### src/rtl/axis_width_conv_pkg.sv
// Purpose: shared width helpers and parameter checks for the AXIS width converters (both directions).
// Latency: n/a (package only).
// Backpressure: n/a (package only).
package axis_width_conv_pkg;

  // Number of narrow slots per wide word.
  function automatic int kn_of(input int n, input int m);
    return (m > 0) ? n / m : 0;
  endfunction

  // Width of a slot index, never less than one bit.
  function automatic int slot_w(input int kn);
    return (kn > 1) ? $clog2(kn) : 1;
  endfunction

  // Bits needed to hold a fill level of up to 2*n (two full pages).
  function automatic int bit_count_w(input int n);
    return $clog2(2 * n) + 1;
  endfunction

  // Legal only when M divides N into at least two slots and the
  // two-page fill level fits the 16-bit bit_count port.
  function automatic bit params_ok(input int n, input int m);
    return (m > 0) && (n % m == 0) && (n / m >= 2) && ($clog2(2 * n) <= 15);
  endfunction

endpackage

### src/rtl/axis_width_conv_narrow_wide_if.sv
// Purpose: one tnext/tvalid/tfirst stream of W-bit words.
// Latency: n/a (wiring only).
// Backpressure: tnext is driven by the slave side and marks a taken word.
// Ports: tdata, tfirst, tvalid (master to slave), tnext (slave to master).
interface axis_width_conv_narrow_wide_if #(
  parameter int W = 4
);
  logic         tnext;
  logic [W-1:0] tdata;
  logic         tfirst;
  logic         tvalid;

  modport master (output tdata, output tfirst, output tvalid, input tnext);
  modport slave  (input tdata, input tfirst, input tvalid, output tnext);
endinterface

### src/rtl/axis_width_conv_narrow_wide.sv
// Purpose: packs M-bit narrow beats into N-bit words, first beat in the most-significant slice.
// Latency: a wide word is valid the cycle after its KN-th narrow beat is accepted.
// Backpressure: s_axis.tnext drops while both pages hold committed words; m_axis.tnext frees a page.
// Ports: clk, rst (sync, active-low); s_axis (slave, M-bit narrow input);
//        m_axis (master, N-bit wide output); bit_count (registered fill level: committed + partial bits).
// Option: define AXIS_NW_FLUSH_EN to realign on packet start (mid-word tfirst flushes the partial page).
module axis_width_conv_narrow_wide
  import axis_width_conv_pkg::*;
#(
  parameter int N = 8,
  parameter int M = 4
) (
  input  logic                            clk,
  input  logic                            rst,
  axis_width_conv_narrow_wide_if.slave    s_axis,
  axis_width_conv_narrow_wide_if.master   m_axis,
  output logic [15:0]                     bit_count
);

  localparam int KN  = kn_of(N, M);
  localparam int SW  = slot_w(KN);
  localparam int BCW = bit_count_w(N);
  localparam logic [SW-1:0] SLOT_TOP = SW'(KN - 1);

  if (!params_ok(N, M)) begin : g_param_err
    $error("axis_width_conv_narrow_wide: N must be an integer multiple (>=2) of M and 2*N must fit 16 bits");
  end

  typedef struct packed {
    logic [1:0][N-1:0] page;
    logic [1:0]        pfirst;
    logic              wr_page;
    logic              rd_page;
    logic [SW-1:0]     wr_slot;
    logic [1:0]        pages;
    logic [15:0]       bit_count;
  } regs_t;

  localparam regs_t REGS_RST = '{
    page:      '0,
    pfirst:    '0,
    wr_page:   1'b0,
    rd_page:   1'b0,
    wr_slot:   SLOT_TOP,
    pages:     2'd0,
    bit_count: 16'd0
  };

  regs_t          q;
  regs_t          n;
  logic           accept;
  logic           read;
  logic           commit;
  logic           wp;
  logic [SW-1:0]  slot;
  int             lo;
  logic [BCW-1:0] bc;
`ifdef AXIS_NW_FLUSH_EN
  logic           flush_beat;
`endif

  always_comb begin
    n      = q;
    commit = 1'b0;
    wp     = q.wr_page;
    slot   = q.wr_slot;
    lo     = 0;
`ifdef AXIS_NW_FLUSH_EN
    // A packet start landing mid-word closes the partial page first; that
    // needs a free page for the new one, so it is only taken when empty.
    flush_beat = s_axis.tfirst && (q.wr_slot != SLOT_TOP);
    accept     = s_axis.tvalid && rst &&
                 (flush_beat ? (q.pages == 2'd0) : (q.pages != 2'd2));
`else
    accept     = s_axis.tvalid && rst && (q.pages != 2'd2);
`endif
    read = m_axis.tnext && (q.pages != 2'd0);

    if (accept) begin
`ifdef AXIS_NW_FLUSH_EN
      if (flush_beat) begin
        // Unwritten low slots are already zero from the clear at slot KN-1.
        commit = 1'b1;
        wp     = ~q.wr_page;
        slot   = SLOT_TOP;
      end
`endif
      if (slot == SLOT_TOP) begin
        n.page[wp]   = '0;
        n.pfirst[wp] = s_axis.tfirst;
      end
      lo = int'(slot) * M;
      n.page[wp][lo +: M] = s_axis.tdata;
      if (slot == '0) begin
        commit    = 1'b1;
        n.wr_page = ~wp;
        n.wr_slot = SLOT_TOP;
      end else begin
        n.wr_page = wp;
        n.wr_slot = slot - 1'b1;
      end
    end

    if (read) begin
      n.rd_page = ~q.rd_page;
    end

    // Commit and read in the same cycle leave the page count unchanged.
    if (commit && !read) begin
      n.pages = q.pages + 2'd1;
    end else if (read && !commit) begin
      n.pages = q.pages - 2'd1;
    end

    // Registered from the next state so the output tracks the page state
    // established at the most recent edge.
    bc = BCW'(n.pages) * BCW'(N) + BCW'(KN - 1 - int'(n.wr_slot)) * BCW'(M);
    n.bit_count = 16'(bc);
  end

  always_ff @(posedge clk) begin
    if (!rst) begin
      q <= REGS_RST;
    end else begin
      q <= n;
    end
  end

  assign s_axis.tnext  = accept;
  assign m_axis.tvalid = (q.pages != 2'd0);
  assign m_axis.tdata  = q.page[q.rd_page];
  assign m_axis.tfirst = q.pfirst[q.rd_page] && (q.pages != 2'd0);
  assign bit_count     = q.bit_count;

endmodule

### src/flat_wrapper.sv
// flat-port wrapper written by rule: the top's interface ports become plain ports
module axis_width_conv_narrow_wide_flat import axis_width_conv_pkg::*;
#(
  parameter int N = 8,
  parameter int M = 4
)
  (clk, rst, bit_count, s_axis_tdata, s_axis_tfirst, s_axis_tvalid, s_axis_tnext, m_axis_tdata, m_axis_tfirst, m_axis_tvalid, m_axis_tnext);
  axis_width_conv_narrow_wide_if #(.W(4)) s_axis_i ();
  axis_width_conv_narrow_wide_if #(.W(8)) m_axis_i ();
  input  logic clk;
  input  logic rst;
  output logic [15:0] bit_count;
  input wire logic [$bits(s_axis_i.tdata)-1:0] s_axis_tdata;
  input wire logic [$bits(s_axis_i.tfirst)-1:0] s_axis_tfirst;
  input wire logic [$bits(s_axis_i.tvalid)-1:0] s_axis_tvalid;
  output wire logic [$bits(s_axis_i.tnext)-1:0] s_axis_tnext;
  output wire logic [$bits(m_axis_i.tdata)-1:0] m_axis_tdata;
  output wire logic [$bits(m_axis_i.tfirst)-1:0] m_axis_tfirst;
  output wire logic [$bits(m_axis_i.tvalid)-1:0] m_axis_tvalid;
  input wire logic [$bits(m_axis_i.tnext)-1:0] m_axis_tnext;
  assign s_axis_i.tdata = s_axis_tdata;
  assign s_axis_i.tfirst = s_axis_tfirst;
  assign s_axis_i.tvalid = s_axis_tvalid;
  assign s_axis_tnext = s_axis_i.tnext;
  assign m_axis_tdata = m_axis_i.tdata;
  assign m_axis_tfirst = m_axis_i.tfirst;
  assign m_axis_tvalid = m_axis_i.tvalid;
  assign m_axis_i.tnext = m_axis_tnext;
  axis_width_conv_narrow_wide #(.N(N), .M(M)) u_core (.clk(clk), .rst(rst), .s_axis(s_axis_i), .m_axis(m_axis_i), .bit_count(bit_count));
endmodule
### config.mk
export PLATFORM = sky130hd
export DESIGN_NAME = axis_width_conv_narrow_wide_flat
export DESIGN_NICKNAME = d
export VERILOG_FILES = /design/src/rtl/axis_width_conv_pkg.sv /design/src/rtl/axis_width_conv_narrow_wide_if.sv /design/src/rtl/axis_width_conv_narrow_wide.sv /design/src/flat_wrapper.sv
export SDC_FILE = /design/constraint.sdc
export NUM_CORES = 1
export LEC_CHECK = 0
export CAP_MARGIN = 20
export CORE_ASPECT_RATIO = 1.1
export CORE_MARGIN = 4
export CORE_UTILIZATION = 46
export DETAILED_ROUTE_END_ITERATION = 8
export DONT_BUFFER_PORTS = 1
export GPL_TIMING_DRIVEN = 0
export PLACE_DENSITY_LB_ADDON = 0.12
export SYNTH_ARGS = -nofsm -noshare
export SYNTH_HDL_FRONTEND = slang
export SYNTH_SLANG_ARGS = --single-unit
### constraint.sdc
create_clock -name clk -period 2.95 [get_ports clk]
set_input_delay 0.7375 -clock clk [delete_from_list [all_inputs] [get_ports clk]]
set_output_delay 0.7375 -clock clk [all_outputs]
set_load 0.02 [all_outputs]
# Word-level counts from Yosys, hierarchy flattened
# Cells that the tools add are included.
[op_classes] add_sub_neg=6 n_lt_le_gt_ge=3 eq_ne=2 shifts=2 muxes=20 bitwise_logic=5 reduce_logical=12
[op_table] cell="2-to-1 mux 18 bit" count=2
[op_table] cell="negator 3 -> 33 bit" count=1
[op_table] cell="variable shift 4 x 33 -> 8 bit, first input constant" count=1
[op_table] cell="variable part select 4 x 33 -> 8 bit" count=1
[op_table] cell="2-to-1 mux 8 bit" count=4
[op_table] cell="AND 16 bit" count=1
[op_table] cell="bitwise mux 16 bit" count=1
[op_table] cell="demux 8 bit (select 1 bit)" count=2
[op_table] cell="inverter 16 bit" count=1
[op_table] cell="logical AND 1 bit" count=7
[op_table] cell="2-to-1 mux 1 bit" count=7
[op_table] cell="adder 5 bit" count=1
[op_table] cell="less-than comparator 1 x 2 -> 1 bit, second input constant" count=2
[op_table] cell="2-to-1 mux 2 bit" count=2
[op_table] cell="AND reduction 2 bit" count=2
[op_table] cell="inverter 1 bit" count=3
[op_table] cell="adder 2 x 1 -> 2 bit, second input constant" count=1
[op_table] cell="bitwise mux 2 bit" count=1
[op_table] cell="zero test 1 bit" count=2
[op_table] cell="inequality test 2 x 1 -> 1 bit, second input constant" count=1
[op_table] cell="inequality test 2 bit, second input constant" count=1
[op_table] cell="nonzero test 2 bit" count=1
[op_table] cell="subtractor 1 x 1 -> 2 bit, first input constant" count=1
[op_table] cell="subtractor 2 x 1 -> 2 bit, second input constant" count=1
[op_table] cell="other kinds (3)" count=3
[totals] register_bits=39 inputBits=9 output_inout_bits=27 wordCells=59

# Longest topological paths before layout
[logic_depth] depth_word=9 ltp_mapped=10 ltp_nobuf=9

# Least setup slack after synthesis
# Ideal clock, no wire load.
[synth_path] path_type="input-to-reg" from="input rst" to="register u_core.q[17] in the netlist's numbering" setup_time_ns=0.095 t_arrival_ns=1.987 required_ns=2.855 path_slack_ns=0.867 path_stages=7 n_path_buf=1 cell_sequence="and3b_1 > buf_2 > ha_1 > inv_1 > ha_1 > a21oi_1 > a221oi_1"
[synth_via] elab_chain_cells=7 elab_cells_between_ends=8 classes_between="mux (3); reduce/logical (5)"
[synth_lines] element="start, declared" line="flat_wrapper.sv:11" source="input logic rst;"
[synth_lines] element="logical AND 1 bit (*) (2 in series)" line="axis_width_conv_narrow_wide.sv:75" source="accept = s_axis.tvalid && rst && (q.pages != 2'd2);"
[synth_lines] element="net s_axis_tnext" line="flat_wrapper.sv:16" source="output wire logic [$bits(s_axis_i.tnext)-1:0] s_axis_tnext;"
[synth_lines] element="2-to-1 mux 1 bit (*)" line="axis_width_conv_narrow_wide.sv:79" source="if (accept) begin"
[synth_lines] element="net u_core.commit" line="axis_width_conv_narrow_wide.sv:53" source="logic commit;"
[synth_lines] element="zero test 1 bit" line="axis_width_conv_narrow_wide.sv:111" source="end else if (read && !commit) begin"
[synth_lines] element="logical AND 1 bit" line="axis_width_conv_narrow_wide.sv:111"
[synth_lines] element="2-to-1 mux 2 bit" line="axis_width_conv_narrow_wide.sv:111"
[synth_lines] element="2-to-1 mux 2 bit (*)" line="axis_width_conv_narrow_wide.sv:109" source="if (commit && !read) begin"
[synth_lines] element="end signal, assigned" line="axis_width_conv_narrow_wide.sv:125" source="q <= n;"
[synth_lines] element="end, declared" line="axis_width_conv_narrow_wide.sv:49" source="regs_t q;"
# Mark *: on every way through the listed nets, which the timed path passes. The rest lies on a longest branch.
# A chain may end at the register's enable or synchronous reset.

# Worst setup path in the final report
[layout_path] from="register u_core.q[16] in the netlist's numbering" to="register u_core.q[17] in the netlist's numbering"
[layout_via] elab_chain_cells=7 elab_cells_between_ends=13 classes_between="add/sub (2); eq/ne (1); mux (3); reduce/logical (7)"
[layout_lines] element="inequality test 2 bit (*)" line="axis_width_conv_narrow_wide.sv:75"
[layout_lines] element="logical AND 1 bit (*)" line="axis_width_conv_narrow_wide.sv:75"
[layout_lines] element="net s_axis_tnext" line="flat_wrapper.sv:16"
[layout_lines] element="2-to-1 mux 1 bit (*)" line="axis_width_conv_narrow_wide.sv:79"
[layout_lines] element="net u_core.commit" line="axis_width_conv_narrow_wide.sv:53"
[layout_lines] element="zero test 1 bit" line="axis_width_conv_narrow_wide.sv:111"
[layout_lines] element="logical AND 1 bit" line="axis_width_conv_narrow_wide.sv:111"
[layout_lines] element="2-to-1 mux 2 bit" line="axis_width_conv_narrow_wide.sv:111"
[layout_lines] element="2-to-1 mux 2 bit (*)" line="axis_width_conv_narrow_wide.sv:109"
# Marked as above.

==> impl_results.md <==
- Fraction of final layout cells sized beyond drive strength 1: 19.8%
- Share of the synthesized area in the top cell type: 39.1%
- Crit path top cell by count: sky130_fd_sc_hd__ha_1
- DRC violation count after routing: 0
- Length in cells of the worst reg-to-reg path: 9
- Sequential share of the synthesized area: 39.1%
- CTS tree: done
- Crit. End Element: flip-flop
- Cell types with the highest counts after synthesis: 24 x sky130_fd_sc_hd__dfxtp_1, 20 x sky130_fd_sc_hd__nand2_1, 16 x sky130_fd_sc_hd__buf_4, 13 x sky130_fd_sc_hd__nand3_1
- Hold WS: 0.458 ns
- Setup Crit Path Kind: reg2reg
- Via count of the first global-routing pass: 929
- CP max stage cell: sky130_fd_sc_hd__dfxtp_1
- Critical path depth: 9
- I/O pin total: 36
- Cell taking the most area after synthesis: sky130_fd_sc_hd__dfxtp_1
- Initial Util: 48.8%
- Iter 0 DRT Violations: 9
- Most frequent cell after synthesis: sky130_fd_sc_hd__dfxtp_1
- Insertion delay of the later-clocked pin in the worst-skew pair: 0.31 ns
- Synthesized instance count: 146
- Die width: 57.3 microns
- Final global-route overflow total: 0
- Final worst clock skew: 0.00174 ns
- Count of input and output buffers: 0
- Crit path buf inv count: 3
- Flip-flop cell with the highest count after synthesis: sky130_fd_sc_hd__dfxtp_1
- Number of library cell types mapped by synthesis: 26
- Run status: finished, final reports clean
- Total standard cell area after synthesis: 1230 sq um
- Global Route Usage Sum: 14.6%
- Global-route wire length before repair: 4.17 mm
- Yosys warning count: 0
- Routed len/inst: 12.7 microns
- GR Layer Usage met1: 18.4%
- Final hold violation count: 0
- Vias per cell: 4.96
- Final period util: 76.3%
- Detailed-route wire length: 2.46 mm
- Met3 usage: 5.18%
- Count of inserted antenna diode cells: 0
- Startpoint types: flip-flop
- # clock sinks: 24
- Delay-heaviest family, CP: adder cells
- Max-cap viol count: 0
- Worst path required time: 3.18 ns
- Average instance area after synthesis: 8.42 sq um
- Area inside the core boundary: 2520 sq um
- Post-CTS sizing: 0
- Final WS setup: 0.699 ns
- Net count, final: 178
- Post-CTS setup-driven buffer insertion count: 0
- Maximum clock frequency: 444 MHz
- Max FO, Critical Path: 12
- Die Area: 3570 sq um
- Delay of the slowest cell on the worst path: 0.40 ns
- Clock Tree Buf Depth: 2
- Share of synthesized registers carrying an async set or reset: 0%
- Cell types with the largest area share after synthesis: sky130_fd_sc_hd__dfxtp_1 39%, sky130_fd_sc_hd__buf_4 9.8%, sky130_fd_sc_hd__mux2_2 7.3%, sky130_fd_sc_hd__ha_1 6.1%, sky130_fd_sc_hd__nand2_1 6.1%
- Die span in y: 62.2 microns
- Number of antenna violations at the first check in global routing: 0
- Number of cells on the worst hold path: 2
- Crit path DAT: 2.48 ns
- Final weighted congestion in routability-driven placement: 0.703
- Routed Antenna Nets: 0
- Power consumption: 647 uW
- Final sum of negative setup slack: 0 ns
- Number of hold-repair buffers added at the cts stage: 0
- Worst VDD drop: 0.218 mV
- Count of state elements after synthesis: 24
- Power density over the cells: 480 nW/um^2
- Post-placement worst setup slack: 0.699 ns
- Clock-pin slew on the worst setup and hold paths: 0.14 ns
- Most Crowded Layer GR: met2
- Number of enable flip-flop cells after synthesis: 0
- Core Rows: 19
- Total clock buffers created by CTS: 3
- # setup viols final: 0
- CTS Root Buffer Type: sky130_fd_sc_hd__clkbuf_4
- Syn-to-layout area delta: 9.77%
- Initial DRT Pass Iterations: 4
- Routing usage on met2: 22.4%
- P_leak: 0.000578 uW
- Unrepaired setup endpoints after global routing: false
- Pin count of the biggest net entering global routing: 14
- Crit path time final: 2.25 ns
- Number of max-slew violations in the final report: 0
- Max H-tree Level: 1
- CP Cell Sequence: inv_1 -> ha_1 -> and3b_1 -> buf_2 -> ha_1 -> inv_1 -> ha_1 -> a21oi_1 -> a221oi_1
- Worst hold path class: reg2reg
- Post-DP HPWL: 1.88 mm
- Vias: 957
kinds of logic (layout without fill, tap and decap cells):
| kind of cell | after synthesis | in the layout | synth area share, % |
|---|---|---|---|
| AO/OA/AOI/OAI | 23 | 23 | 9.66 |
| XOR/XNOR | 2 | 2 | 1.42 |
| adder cells (fa/ha/maj) | 6 | 6 | 6.10 |
| buffers and inverters | 30 | 34 | 14.3 |
| flip-flops | 24 | 24 | 39.1 |
| multiplexers | 10 | 10 | 8.95 |
| other | 1 | 13 | 0.305 |
| AND/OR/NAND/NOR | 50 | 50 | 20.1 |
per-layer routing:
| layer | routed length, microns | share of wire (%) | vias up |
|---|---|---|---|
| li1 | - | - | 496 |
| met4 | 19 | 0.77 | 0 |
| met3 | 178 | 7.2 | 2 |
| met1 | 1050 | 43 | 436 |
| met5 | 0 | 0 | - |
| met2 | 1210 | 49 | 23 |
flip-flops by register name (all words and copies together), names as in the netlist:
signal            count
u_core.bit_count      1
u_core.q             21
u_core.slot           1
u_core.wp             1
area by class of cell:
class                   count  area (sq um)
multi-input cells         104           618
inverters                   9          33.8
fillers                   245          1170
clock buffers               4          36.3
plain buffers              21           143
flip-flops and latches     24           480
well taps                  31          38.8
where the power goes:
group	switching (uW)	internal [uW]	leakage, uW
clock network	103	75.4	0.0000210
registers	8.87	338	0.000195
logic	76.9	45.6	0.000362
stage by stage:
stage,std cells,utilization [%],instance area (sq um)
floorplan,158,-,1270
global placement,189,52.1,1310
detailed placement,189,52.1,1310
CTS,193,53.6,1350
global route,193,53.6,1350
finish,193,53.6,1350
cells in the final DEF, fill, tap and decap left out:
cell type and instances:
sky130_fd_sc_hd__a21oi_1 4, sky130_fd_sc_hd__a221oi_1 1, sky130_fd_sc_hd__and2_0 1, sky130_fd_sc_hd__and2_1 2, sky130_fd_sc_hd__and2_4 1, sky130_fd_sc_hd__and3b_1 1
sky130_fd_sc_hd__buf_2 3, sky130_fd_sc_hd__buf_4 16, sky130_fd_sc_hd__clkbuf_1 2, sky130_fd_sc_hd__clkbuf_4 3, sky130_fd_sc_hd__clkbuf_8 1, sky130_fd_sc_hd__clkinv_1 1
sky130_fd_sc_hd__conb_1 13, sky130_fd_sc_hd__dfxtp_1 24, sky130_fd_sc_hd__ha_1 6, sky130_fd_sc_hd__inv_1 8, sky130_fd_sc_hd__mux2_2 8, sky130_fd_sc_hd__mux2i_1 2
sky130_fd_sc_hd__nand2_1 20, sky130_fd_sc_hd__nand3_1 13, sky130_fd_sc_hd__nand4_1 3, sky130_fd_sc_hd__nand4b_1 2, sky130_fd_sc_hd__nor2_1 5, sky130_fd_sc_hd__nor2b_1 1
sky130_fd_sc_hd__nor4bb_1 1, sky130_fd_sc_hd__o21ai_0 9, sky130_fd_sc_hd__o21ai_1 9, sky130_fd_sc_hd__xnor2_1 2
worst paths after layout:
path / slack (ns) / endpoint / from
max: 0.70 / u_core.q[17] / u_core.q[16]
min: 0.46 / u_core.q[25] / u_core.q[25]
max reg2reg: 0.70 / u_core.q[17] / u_core.q[16]
min reg2reg: 0.46 / u_core.q[25] / u_core.q[25]
tightest hold or removal path: cells and delay by family, from the launching register on:
family,cells,cell delay [ns]
flip-flops,1,0.34
AND/OR/NAND/NOR,1,0.05
AO/OA/AOI/OAI,1,0.05
(Power assumes the default switching activity.)
